`src/rtl/coprocessor_tx_serializer.sv`:
```
// Response-side serializer: buffers coprocessor result words and streams
// them as bytes (optionally terminated) over a valid/ready byte interface.
module coprocessor_tx_serializer #(
    parameter int          WIDTH_DOUT = 128,
    parameter int          FIFO_DEPTH = 2,
    parameter int          MSB_FIRST  = 1,
    parameter int          TERM_EN    = 1,
    parameter logic [7:0]  TERM_BYTE  = 8'h0A
) (
    input  logic                          clk,
    input  logic                          rst_n,
    input  logic [WIDTH_DOUT-1:0]         dout,
    input  logic                          dout_valid,
    output logic [7:0]                    tx_data,
    output logic                          tx_valid,
    input  logic                          tx_ready,
    output logic                          busy,
    output logic [$clog2(FIFO_DEPTH):0]   fifo_level,
    output logic                          overflow,
    input  logic                          clr_overflow
);

    localparam int NBYTES = WIDTH_DOUT / 8;
    localparam int AW     = $clog2(FIFO_DEPTH);
    localparam int LW     = AW + 1;
    localparam int IW     = (NBYTES > 1) ? $clog2(NBYTES) : 1;
    localparam logic [IW-1:0] LAST_IDX = IW'(NBYTES - 1);
    localparam logic [LW-1:0] FULL_LVL = LW'(FIFO_DEPTH);

    typedef enum logic [1:0] {
        IDLE = 2'd0,
        SEND = 2'd1,
        TERM = 2'd2
    } state_t;

    logic [WIDTH_DOUT-1:0] r_mem [FIFO_DEPTH];
    logic [AW-1:0]         r_wr_ptr;
    logic [AW-1:0]         r_rd_ptr;
    logic [LW-1:0]         r_level;
    state_t                r_state;
    logic [IW-1:0]         r_idx;
    logic [WIDTH_DOUT-1:0] r_shift;
    logic [7:0]            r_tx_data;
    logic                  r_tx_valid;
    logic                  r_ovf;

    logic                  w_xfer;
    logic                  w_fifo_ne;
    logic                  w_full;
    logic                  w_last;
    logic                  w_eow;
    logic                  w_pop;
    logic                  w_wr;
    logic                  w_drop;
    logic [WIDTH_DOUT-1:0] w_head;
    logic [WIDTH_DOUT-1:0] w_shift_nxt;

    function automatic logic [7:0] first_byte(input logic [WIDTH_DOUT-1:0] w);
        return (MSB_FIRST != 0) ? w[WIDTH_DOUT-1 -: 8] : w[7:0];
    endfunction

    assign w_xfer      = r_tx_valid & tx_ready;
    assign w_fifo_ne   = (r_level != '0);
    assign w_full      = (r_level == FULL_LVL);
    assign w_last      = (r_idx == LAST_IDX);
    assign w_eow       = w_xfer & ((r_state == TERM) |
                         ((r_state == SEND) & w_last & (TERM_EN == 0)));
    // A pop always reloads the shift register, so back-to-back words stay gapless
    assign w_pop       = w_fifo_ne & ((r_state == IDLE) | w_eow);
    assign w_wr        = dout_valid & ~w_full;
    assign w_drop      = dout_valid & w_full;
    assign w_head      = r_mem[r_rd_ptr];
    assign w_shift_nxt = (MSB_FIRST != 0) ? (r_shift << 8) : (r_shift >> 8);

    always_ff @(posedge clk) begin
        if (w_wr) begin
            r_mem[r_wr_ptr] <= dout;
        end
    end

    always_ff @(posedge clk or negedge rst_n) begin
        if (!rst_n) begin
            r_wr_ptr <= '0;
            r_rd_ptr <= '0;
            r_level  <= '0;
        end else begin
            if (w_wr) begin
                r_wr_ptr <= r_wr_ptr + AW'(1);
            end
            if (w_pop) begin
                r_rd_ptr <= r_rd_ptr + AW'(1);
            end
            case ({w_wr, w_pop})
                2'b10:   r_level <= r_level + LW'(1);
                2'b01:   r_level <= r_level - LW'(1);
                default: r_level <= r_level;
            endcase
        end
    end

    always_ff @(posedge clk or negedge rst_n) begin
        if (!rst_n) begin
            r_ovf <= 1'b0;
        end else if (w_drop) begin
            r_ovf <= 1'b1;
        end else if (clr_overflow) begin
            r_ovf <= 1'b0;
        end
    end

    always_ff @(posedge clk or negedge rst_n) begin
        if (!rst_n) begin
            r_state    <= IDLE;
            r_idx      <= '0;
            r_shift    <= '0;
            r_tx_data  <= '0;
            r_tx_valid <= 1'b0;
        end else if (w_pop) begin
            r_shift    <= w_head;
            r_idx      <= '0;
            r_tx_data  <= first_byte(w_head);
            r_tx_valid <= 1'b1;
            r_state    <= SEND;
        end else if (w_eow) begin
            r_tx_valid <= 1'b0;
            r_state    <= IDLE;
        end else if ((r_state == SEND) && w_xfer) begin
            if (!w_last) begin
                r_idx     <= r_idx + IW'(1);
                r_shift   <= w_shift_nxt;
                r_tx_data <= first_byte(w_shift_nxt);
            end else begin
                r_tx_data <= TERM_BYTE;
                r_state   <= TERM;
            end
        end
    end

    assign tx_data    = r_tx_data;
    assign tx_valid   = r_tx_valid;
    assign fifo_level = r_level;
    assign overflow   = r_ovf;
    assign busy       = (r_state != IDLE) | w_fifo_ne;

endmodule

```
`config.mk`:
```
export PLATFORM = sky130hd
export DESIGN_NAME = coprocessor_tx_serializer
export DESIGN_NICKNAME = d
export VERILOG_FILES = /design/src/rtl/coprocessor_tx_serializer.sv
export SDC_FILE = /design/constraint.sdc
export NUM_CORES = 1
export LEC_CHECK = 0
export ABC_AREA = 0
export CORE_MARGIN = 5
export CORE_UTILIZATION = 53
export CTS_BUF_LIST = sky130_fd_sc_hd__clkbuf_8
export DETAILED_ROUTE_END_ITERATION = 12
export MAX_ROUTING_LAYER = met4
export PLACE_DENSITY = 0.79
export SYNTH_ARGS = -nofsm -noshare
export SYNTH_HDL_FRONTEND = slang
export SYNTH_SLANG_ARGS = --single-unit
```
`constraint.sdc`:
```
create_clock -name clk -period 6.2 [get_ports clk]
set_clock_uncertainty 0.2 [all_clocks]
set_input_delay 1.24 -clock clk [delete_from_list [all_inputs] [get_ports clk]]
set_output_delay 1.24 -clock clk [all_outputs]
set_load 0.02 [all_outputs]
```
== Word-level counts from Yosys, hierarchy flattened ==
Memories as Yosys holds them, arrays and structs flattened.
Index checks and enable logic that the tools add are counted.

* Bits in registers: 140
* Latch bits: 0
* RAM bits: 256
* Bits in read-only memories: 0
* Input port bits: 133
* Output and inout bits: 13
* Word-level logic and storage cells: 67
* Memories: 1

{| class="wikitable"
|+ Memory list
! memory !! depth !! bits a word !! read ports !! clocked after Yosys merged registers in !! write ports !! line !! RTL
|-
| r_mem || 2 || 128 || 1 || 0 || 1 || 36 || <nowiki>logic [WIDTH_DOUT-1:0] r_mem [FIFO_DEPTH];</nowiki>
|}

* Add/subtract/negate cells: 5
* Multipliers: 0
* Div/mod/pow operators: 0
* Magnitude comparators: 0
* Equal/unequal tests: 8
* Shift-type cells: 0
* Muxes and demuxes: 23
* Bitwise logic cells: 8
* Reduce and logical (&&, ||, !) cells: 13

{| class="wikitable"
|+ Operator list
! operator !! count
|-
| $mux W120 || 4
|-
| $mux W8 || 4
|-
| $mux W4 || 4
|-
| $reduce_bool A2 Y1 || 6
|-
| $mux W2 || 4
|-
| $eq A2 B2 Y1 const B || 3
|-
| $mux W1 || 6
|-
| $reduce_bool A3 Y1 || 2
|-
| $and A1 B1 Y1 || 5
|-
| $add A4 B1 Y4 const B || 1
|-
| $eq A2 B1 Y1 const B || 2
|-
| $eq A4 B4 Y1 const B || 1
|-
| $ne A2 B1 Y1 const B || 2
|-
| $pmux W2 S2 || 1
|-
| $reduce_and A2 Y1 || 2
|-
| $reduce_and A3 Y1 || 1
|-
| $add A1 B1 Y1 const B || 2
|-
| $add A2 B1 Y2 const B || 1
|-
| $logic_not A2 Y1 || 1
|-
| $or A1 B1 Y1 || 2
|-
| $sub A2 B1 Y2 const B || 1
|-
| $logic_and A1 B1 Y1 || 1
|-
| $not A1 Y1 || 1
|}

== Logic depth before layout (Yosys ltp) ==
* Depth in word-level cells: 6
* Depth in mapped cells: 7
* Depth with buffers taken out: 4

== Worst setup path before layout ==
Ideal clock, no wire load.

* Path type: input -> register
* From: input dout_valid
* To: memory r_mem[0][0], enable pin
* Setup time: 616 ps
* Arrival: 6632 ps
* Required time: 5384 ps
* Slack: -1249 ps
* Cell stages on the path: 2
* Buffers on the path: 0
* Cells stage by stage: nand2_1 -> nor2_1

* Longest elaborated chain between the ends: 3

{| class="wikitable"
|+ Ends and longest elaborated chain
! element !! line !! RTL
|-
| start, declared || 13 || <nowiki>input logic dout_valid,</nowiki>
|-
| $and A1 B1 Y1 || 70 || <nowiki>assign w_wr = dout_valid & ~w_full;</nowiki>
|-
| $mux W1 || 76 || <nowiki>if (w_wr) begin</nowiki>
|-
| $mux W1 (not written as such) || 77 || <nowiki>r_mem[r_wr_ptr] <= dout;</nowiki>
|-
| end, declared || 36 ||
|}

Every way passes these cells.

== Worst setup path after layout ==
* From: input tx_ready
* To: register r_shift[71]

* Longest elaborated chain between the ends: 6
* Elaborated cells between the ends (all ways): 10
* Classes of those cells: eq/ne: 2; mux: 1; bitwise: 4; reduce/logical: 3

{| class="wikitable"
|+ Ends and longest elaborated chain
! element !! line !! RTL
|-
| start, declared || 16 || <nowiki>input logic tx_ready,</nowiki>
|-
| $and A1 B1 Y1 (*) || 62 || <nowiki>assign w_xfer = r_tx_valid & tx_ready;</nowiki>
|-
| $and A1 B1 Y1 || 66 || <nowiki>assign w_eow = w_xfer & ((r_state == TERM) |</nowiki>
|-
| $or A1 B1 Y1 || 69 || <nowiki>assign w_pop = w_fifo_ne & ((r_state == IDLE) | w_eow);</nowiki>
|-
| $and A1 B1 Y1 || 69 ||
|-
| $ne A2 B1 Y1 (no line) / $reduce_bool A2 Y1 (equally long branches) || -- ||
|-
| $reduce_and A3 Y1 (no line) || -- ||
|-
| end signal, assigned || 119 || <nowiki>r_shift <= w_head;</nowiki>
|-
| end signal, assigned || 130 || <nowiki>r_shift <= w_shift_nxt;</nowiki>
|-
| end, declared || 42 || <nowiki>logic [WIDTH_DOUT-1:0] r_shift;</nowiki>
|}

Mark *: on every way between the ends. The rest lies on a longest branch, timed or not.
A chain may end at the register's enable or synchronous reset.

==> results.md <==
Run status:
- The flow ran to the end, and the final reports show no timing, DRC or antenna violations.

Setup path:
- The most critical setup path has its startpoint at tx_ready.
- The count of cells along the worst register-to-register path is 5.
- STA classifies the critical path startpoint as a primary input.
- STA classifies the critical path endpoint as a flop.
- The end of the worst register-to-register path is r_shift[71]$_DFFE_PN0P_.
- The classification of the worst setup path is in2reg.
- Of all nets on the critical path, the largest fanout is 52.
- The endpoint arrival time on the critical path is 3.95 ns.
- In this run the critical register-to-register path is launched from r_idx[0]$_DFFE_PN0P_.
- In this run the worst setup path terminates at r_shift[71]$_DFFE_PN0P_.
- In this run the register-to-register setup slack is 2.95 ns.
- The required time of the critical path is 6.53 ns.

Timing:
- Setup repair after global routing left no endpoint under its margin.
- The final total negative setup slack is 0 ns.
- Dividing the final minimum period by the clock period gives 58.5%.
- The number of endpoints with negative hold slack in the final report is 0.
- Headroom to the max-slew limit came out at 24.4%.
- Timing would allow up to 276 MHz.
- The max-slew violation count is 0.
- The actual slew at the worst max-slew pin is 1.13 ns.
- The number of setup violations in the final report is 0.
- The routed design could run at a clock period as short as 3.63 ns.

Clocking:
- Once the clock tree was built, the resizer swapped 0 gates to a different size.
- The post-CTS setup buffer count is 0.
- TritonCTS built the clock tree.
- The clock transition at the registers of the reported paths is 0.06 ns.
- Counting along the longest clock path gives a buffer depth of 3.
- Clock tree synthesis found a total of 396 sinks.
- The post-cts hold buffer count is 0.
- The TritonCTS buffer count is 60.
- For the worst-skew pair, the clock arrives at the later sink with an insertion delay of 0.60 ns.
- The cell sitting at the root of the clock tree is a clkbuf_8.
- The count of H-tree levels built during CTS is 2.

Synth:
- The synthesized design contains 256 enable-type register cells.
- The Yosys step of the flow raised 0 warnings.
- The cell count after synthesis is 925.
- After synthesis the netlist holds a flip-flop and latch count of 396.
- The most common flop cell mapped by yosys is edfxtp_1.
- Sequential elements use 73.9% of the synthesized area.
- The mean cell area of the mapped netlist is 16.4 sq um.
- The number of distinct library cells after synthesis is 43.
- In this run the cell area of the synthesized design comes to 15,100 sq um.
- The net count after synthesis is 1,059.
- After synthesis, the share of flip-flops with an asynchronous set or reset is 35.4%.

Detailed routing:
- The final antenna-violating net count is 0.
- The total iterations of the first detailed-routing run is 5.
- In the routed layout, each cell is associated on average with a via count of 5.87.
- In the final routed layout, each cell accounts on average for 21.6 microns.
- The total length of routed wires is 32,500 microns.
- The first routing iteration left 765 violations.
- The detailed router placed 8,811 vias in this run.
- After detailed routing, the number of remaining DRC violations is 0.

Cells and area:
- In the final layout, the multi-input gates occupy 3580 sq um.
- The post-route netlist has 9.44% of its cells at a drive strength greater than 1.
- After the last flow step, the layout net total stands at 1,205.
- Registers take 11,200 sq um.
- The count of cells in the finished layout, fillers not included, comes to 1,502.
- The area added between synthesis and finish is 19.6%.
- After filler insertion, the fill cell instance count of the layout stands at 1,964.
- Cells fill 64.7% of the core in the end.
- The cell area after layout is 18,100 sq um.

Placed design:
- In this run the tool buffered the top-level ports with 145 buffer cells.
- Routability-driven placement finished with a final weighted congestion of 0.816.
- The area after detailed placement is 16,900 sq um.
- After legalization and detailed placement, the total HPWL measured 19,800 microns.
- In this run, placement finished with an instance count of 1,387.

Floorplan:
- The core outline area is 28,000 sq um.
- For this design the top-level I/O count stands at 146.
- The die covers 32,100 sq um.
- The starting density of the core is 54.1%.
- The die boundary width is 179 microns.
- The number of rows created at floorplan is 61.
- The die is 179 microns tall.

Min path:
- The hold path startpoint is r_shift[3]$_DFFE_PN0P_.
- The class of the tightest hold or removal check is reg2reg.

Power and ir drop:
- The analysis attributes to cell leakage a power of 6.97 nW.
- The overall power is 8.43 mW.
- The power density relative to cell area is 465 nW/um^2.
- VDD sags by at most 0.375 mV.

Global route:
- The first global-routing pass estimated 50,700 microns of wire.
- The largest net degree at the start of global routing is 85.
- The initial antenna violation count is 1.
- The number of global-route vias before repair was 9,206.
- For this run the aggregate overflow at the end of global routing stands at 0.
- For this run, the total global-route usage over all layers was measured as 20.8%.

Flow run:
- Max-cap violations in this run came to 0.
## cells by family after synthesis
kind of cell | Yosys count | synth area share [%]
AO/OA/AOI/OAI | 165 | 9.80
flip-flops | 396 | 73.9
buffers and inverters | 80 | 2.77
AND/OR/NAND/NOR | 161 | 5.43
multiplexers | 119 | 7.88
XOR/XNOR | 3 | 0.173
adder cells (fa/ha/maj) | 1 | 0.0826
## where the power goes
| group | internal, mW | switching, mW |
|---|---|---|
| sequential | 3.63 | 0.479 |
| combinational | 0.942 | 1.21 |
| clock | 1.19 | 0.981 |
| total | 5.76 | 2.67 |
## critical path: stages
cell             delay [ns]
clkdlybuf4s50_1        0.53
and4b_1                0.51
a22oi_2                0.77
buf_4                  0.60
a221o_1                0.25
## sequential cells by signal (all words and copies together), names as in the netlist
| signal | count |
|---|---|
| r_mem | 256 |
| r_shift | 120 |
| tx_data | 8 |
| r_idx | 4 |
| fifo_level | 2 |
| r_state | 2 |
| overflow | 1 |
| r_rd_ptr | 1 |
| r_wr_ptr | 1 |
| tx_valid | 1 |
## through the flow
| step | hold slack [ns] | setup WS, ns |
|---|---|---|
| after global placement | 0.272 | 2.13 |
| after global routing | 0.304 | 2.49 |
| after floorplan | 0.257 | 0.912 |
| after CTS | 0.293 | 2.55 |
| after detailed placement | 0.277 | 2.03 |
| final | 0.292 | 2.57 |
## cell usage after synthesis (3+ instances only)
library cell,instances,area share [%]
o21ai_1,5,0.17
buf_6,9,0.67
mux2i_1,117,7.7
nor2b_1,9,0.37
a2111oi_0,9,0.52
clkbuf_1,26,0.64
a221o_1,104,6.9
buf_2,35,1.2
o221ai_1,5,0.29
nand3_1,19,0.63
xnor2_1,3,0.17
a21oi_1,5,0.17
o2bb2ai_1,8,0.46
nor3_1,108,3.6
edfxtp_1,256,51
o31ai_1,3,0.15
dfrtp_1,140,23
nor2_1,5,0.12
nand2_1,9,0.22
inv_1,7,0.17
a31oi_1,9,0.37
o21ai_0,9,0.30
## layout by cell type, fill, tap and decap left out, types with 8 or more instances in the layout
| cell | count |
|---|---|
| a2111oi_0 | 9 |
| a221o_1 | 104 |
| a31oi_1 | 9 |
| buf_4 | 9 |
| clkbuf_8 | 76 |
| clkdlybuf4s50_1 | 144 |
| dfrtp_1 | 139 |
| edfxtp_1 | 256 |
| inv_1 | 33 |
| mux2i_1 | 117 |
| nand2_1 | 9 |
| nand3_1 | 19 |
| nor2b_1 | 9 |
| nor3_1 | 108 |
| o21ai_0 | 9 |
| o2bb2ai_1 | 8 |
## layer usage
metal,track usage [%],vias up,routed length [microns]
met4,5.02,0,471
met1,28.7,4450,14200
met3,4.13,33,1860
li1,-,4032,-
met2,32.6,296,15900
met5,-,-,0
## worst min path at each step
stage                                        end  slack, ns  cells after the start
after floorplan           r_shift[0]$_DFFE_PN0P_       0.26                      1
after global placement    r_shift[1]$_DFFE_PN0P_       0.27                      1
after detailed placement  r_shift[1]$_DFFE_PN0P_       0.28                      1
after CTS                 r_shift[3]$_DFFE_PN0P_       0.29                      1
after global routing      r_shift[3]$_DFFE_PN0P_       0.30                      1
final                     r_shift[3]$_DFFE_PN0P_       0.29                      1
## cell type report
cell class	instances	share of cell area, %
repair buffers	157	8.72
flip-flops and latches	396	61.8
inverters	7	0.145
clock inverters	38	1.19
multi-input cells	449	19.8
well taps	378	2.61
diodes	1	0.0138
clock buffers	76	5.77
(Power assumes the default switching activity.)
